<file path="src/rtl/shift_pkg.sv">
// Shared state and mode encodings for the sequential left shifter.
package shift_pkg;

   typedef enum logic {
      IDLE  = 1'b0,
      SHIFT = 1'b1
   } shift_state_t;

   localparam logic MODE_LOGICAL = 1'b0;
   localparam logic MODE_ROTATE  = 1'b1;

endpackage

</file>
<file path="src/rtl/left_shift_sequencer.sv">
// Sequential left shifter: loads a word, then shifts or rotates it left one bit per clock.
// Reports the last carry-out and a sticky signed-overflow flag.
module left_shift_sequencer
   import shift_pkg::*;
#(
   parameter int width = 16,
   parameter int AW    = $clog2(width + 1)
) (
   input  logic             clk,
   input  logic             rst_n,
   input  logic             start,
   input  logic [width-1:0] din,
   input  logic [AW-1:0]    amount,
   input  logic             mode,
   output logic             busy,
   output logic             done,
   output logic [width-1:0] dout,
   output logic             carry,
   output logic             ovf
);

   shift_state_t     state_q;
   logic [AW-1:0]    count_q;
   logic             mode_q;
   logic [width-1:0] dout_q;
   logic             carry_q;
   logic             ovf_q;
   logic             busy_q;
   logic             done_q;

   logic [width-1:0] dout_d;
   logic             ovf_d;
   logic [AW-1:0]    count_d;

   // One shift step, plus the load count saturated so amounts above width cost width steps.
   always_comb begin
      // NOTE: every combinational output is given a default first, so no path can infer a latch.
      dout_d  = {dout_q[width-2:0], 1'b0};
      ovf_d   = ovf_q;
      count_d = amount;
      if (mode_q == MODE_ROTATE) begin
         dout_d[0] = dout_q[width-1];
      end else begin
         ovf_d = ovf_q | (dout_q[width-1] ^ dout_q[width-2]);
      end
      if (amount > AW'(width)) begin
         count_d = AW'(width);
      end
   end

   // NOTE: all state updates use non-blocking assignments so each register sees pre-edge values.
   always_ff @(posedge clk or negedge rst_n) begin
      if (!rst_n) begin
         state_q <= IDLE;
         count_q <= '0;
         mode_q  <= MODE_LOGICAL;
         dout_q  <= '0;
         carry_q <= 1'b0;
         ovf_q   <= 1'b0;
         busy_q  <= 1'b0;
         done_q  <= 1'b0;
      end else begin
         case (state_q)
            IDLE: begin
               done_q <= 1'b0;
               if (start) begin
                  dout_q  <= din;
                  count_q <= count_d;
                  mode_q  <= mode;
                  carry_q <= 1'b0;
                  ovf_q   <= 1'b0;
                  busy_q  <= 1'b1;
                  state_q <= SHIFT;
               end
            end
            SHIFT: begin
               // The extra count==0 cycle is where the result is declared final.
               if (count_q != '0) begin
                  dout_q  <= dout_d;
                  carry_q <= dout_q[width-1];
                  ovf_q   <= ovf_d;
                  count_q <= count_q - AW'(1);
               end else begin
                  busy_q  <= 1'b0;
                  done_q  <= 1'b1;
                  state_q <= IDLE;
               end
            end
            default: state_q <= IDLE;
         endcase
      end
   end

   assign busy  = busy_q;
   assign done  = done_q;
   assign dout  = dout_q;
   assign carry = carry_q;
   assign ovf   = ovf_q;

endmodule

</file>
<file path="config.mk">
export PLATFORM = sky130hd
export DESIGN_NAME = left_shift_sequencer
export DESIGN_NICKNAME = d
export VERILOG_FILES = /design/src/rtl/shift_pkg.sv /design/src/rtl/left_shift_sequencer.sv
export SDC_FILE = /design/constraint.sdc
export NUM_CORES = 1
export LEC_CHECK = 0
export ABC_AREA = 1
export BUFFER_PORTS_ARGS = -buffer_cell sky130_fd_sc_hd__buf_4
export CAP_MARGIN = 20
export CELL_PAD_IN_SITES_DETAIL_PLACEMENT = 1
export CELL_PAD_IN_SITES_GLOBAL_PLACEMENT = 1
export CORE_MARGIN = 5
export CORE_UTILIZATION = 37
export CTS_CLUSTER_SIZE = 14
export DETAILED_ROUTE_END_ITERATION = 12
export PLACE_DENSITY = 0.75
export SYNTH_ARGS = -nofsm -noshare
export SYNTH_HDL_FRONTEND = slang
export SYNTH_SLANG_ARGS = --single-unit
export TNS_END_PERCENT = 100
</file>
<file path="constraint.sdc">
create_clock -name clk -period 1.45 [get_ports clk]
set_input_delay 0.0725 -clock clk [delete_from_list [all_inputs] [get_ports clk]]
set_output_delay 0.0725 -clock clk [all_outputs]
set_load 0.1 [all_outputs]
</file>
==> out/qor.yml <==
cts_buffers: 3
status: "complete, no violations"
syn_area_mm2: 0.00153
die_w_um: 74.3
synth_top_area_cell: "dfrtp_1"
critical_path.cell_chain: "inv_1 -> ha_2 -> nand3_2 -> nand2_4 -> nand2_4 -> buf_12 -> nand2_2 -> o21ai_2"
grt_overflow_total: 0
start_util_pct: 38.2
vias_per_cell: 4.75
insertion_delay_ns: 0.28
max_stage_delay_ns: 0.39
port_buffers: 44
holdCritPathClass: "in -> reg"
rsz0062_at_grt: "no"
drv_slew: 0
cp-start-kind: "flop"
period_share_pct: 95.4
fin_crit_ns: 1.38
drtAntennaViolNets: 0
wire_per_inst_um: 14.1
grt_pass1_vias: 1464
dieArea_mm2: 0.00552
grt_pass1_wl_um: 6620
synth.avg_cell_area_um2: 8.59
ys_ff_latch: 27
fp.coreArea_mm2: 0.00400
synth_top_cell_area_share_pct: 44.2
drc: 0
place_ws_ns: 0.0106
finalNetCount: 255
num_io_pins: 45
vias: 1320
fin_setup_tns_ns: 0
antennaDiodeCount: 0
cp_common_cell: "nand2_4"
dp_hpwl_um: 2970
cts_root_buffer: "clkbuf_8"
synth-seq-area-share_pct: 44.2
fin_area_mm2: 0.00203
arrival_ns: 1.56
synth-warning-count: 0
synthCells: 178
worstMarginPinSlew_ns: 0.364
cpMaxStageDelayCell: "dfrtp_1"
cts_buffer_depth: 2
cts_tree: "done"
area_growth_pct: 32.7
rows: 23
hold_viol: 0
totalWireLength_um: 3920
clock-sinks: 27
antenna_found_initial: 0
clock.fmax_ghz: 0.723
place_area_mm2: 0.00194
clk_pin_slew_ns: 0.10
setup-violations-final: 0
utilization_pct: 50.7
setup_ws_ns: 0.0669
htreeDepth: 1
drt_iter0_drc: 33
gp_congestion: 0.798
layout-drive-gt1-share_pct: 51.8
grt_max_degree: 28
ys_types: 21
clock_skew_ns: 0.00872
cap_violations: 0
cp_max_fo: 24
grt_usage_pct: 15.5
synth.area.top_cells: "dfrtp_1, o21ai_2, nand2_1, nand2_2, o21ai_0"
crit_type: "reg -> reg"
die_h_um: 74.3
slew_headroom_pct: 75.8
dr.pass1.iters: 4
synth_fp_nets: 204
worstPathRequired_ns: 1.63
end_kind: "flop"
[Yosys cell counts]
cell      count
nand3_2       2
or2_2         1
nand4_1       2
xnor2_1       1
dfrtp_1      27
inv_1        22
inv_6         1
nand3_1       7
nor2_2        1
clkbuf_1      1
o21ai_0      19
buf_6         5
ha_1          1
nand2_4       3
nor2_1        4
buf_2         2
nand2_2      20
nand2_1      39
a21oi_1       2
a21oi_4       1
o21ai_2      17
[routing by layer]
layer | GRT usage, % | share of wire [%] | vias up
li1 | - | - | 660
met1 | 18.8 | 43 | 627
met2 | 28.1 | 50 | 29
met3 | 2.43 | 6.1 | 4
met4 | 4.74 | 0.59 | 0
met5 | 0 | 0 | -
[cell families after synthesis]
logic type / synth area share [%]
AO/OA/AOI/OAI: 17.7
XOR/XNOR: 0.573
adder cells (fa/ha/maj): 0.818
buffers and inverters: 10.6
flip-flops: 44.2
AND/OR/NAND/NOR: 26.2
[final timing paths]
path	slack, ns	cells past startpoint	to	from
worst min register to register	0.49	2	mode_q$_DFFE_PN0P_	mode_q$_DFFE_PN0P_
min in group asynchronous	0.24	2	dout[2]$_DFFE_PN0P_	rst_n
max in group asynchronous	0.91	2	dout[6]$_DFFE_PN0P_	rst_n
worst min-delay path	0.09	3	busy$_DFFE_PN0P_	start
worst max register to register	0.07	8	dout[2]$_DFFE_PN0P_	count_q[1]$_DFFE_PN0P_
worst max-delay path	0.07	8	dout[2]$_DFFE_PN0P_	count_q[1]$_DFFE_PN0P_
[flip-flops by register name, indices dropped and copies added, names as in the netlist]
signal,flops
dout,16
carry,1
mode_q,1
ovf,1
busy,1
state_q,1
count_q,5
done,1
[through the flow]
stage / instances / hold WS [ns]
3_5_place_dp: 270 / 0.0234
2_1_floorplan: 178 / -0.223
6_report: 278 / 0.0941
3_3_place_gp: 270 / 0.0128
5_1_grt: 278 / 0.113
4_1_cts: 276 / 0.0880
[critical path: cells and delay by family, from the launching register on]
family,cells,cell delay (ns)
AND/OR/NAND/NOR,4,0.37
AO/OA/AOI/OAI,1,0.05
adder cells (fa/ha/maj),1,0.20
flip-flops,1,0.39
buffers and inverters,2,0.27
[cell usage in the layout (no fill, tap or decap), types with 2 or more instances in the layout]
cell           count
buf_4             49
nand2_1           39
inv_1             22
nand2_2           20
o21ai_0           19
o21ai_2           17
dfrtp_2           15
dfrtp_1           12
nand3_1            7
nor2_1             4
nand2_4            3
clkbuf_8           3
nand3_2            2
a21oi_1            2
nand4_1            2
dlygate4sd3_1      2
buf_12             2
[repair_timing]
item                                    in CTS  in global routing
gates resized for setup                      0                  3
hold endpoints to repair                    28                  0
endpoints found under the setup margin       0                 17
hold buffers                                 2                  0
buffers inserted                             0                  2
[area by class of cell]
type,count,area [um^2]
fill,472,1970
clock buffer,3,41.3
tap,50,62.6
timing repair buffer,54,439
inverter,23,91.3
multi-input combinational,120,694
clock inverter,1,5.00
sequential,27,694
Power is left out: the tool's default activity adds up to more than one toggle a clock period on the data nets, which glitch-free logic cannot reach.
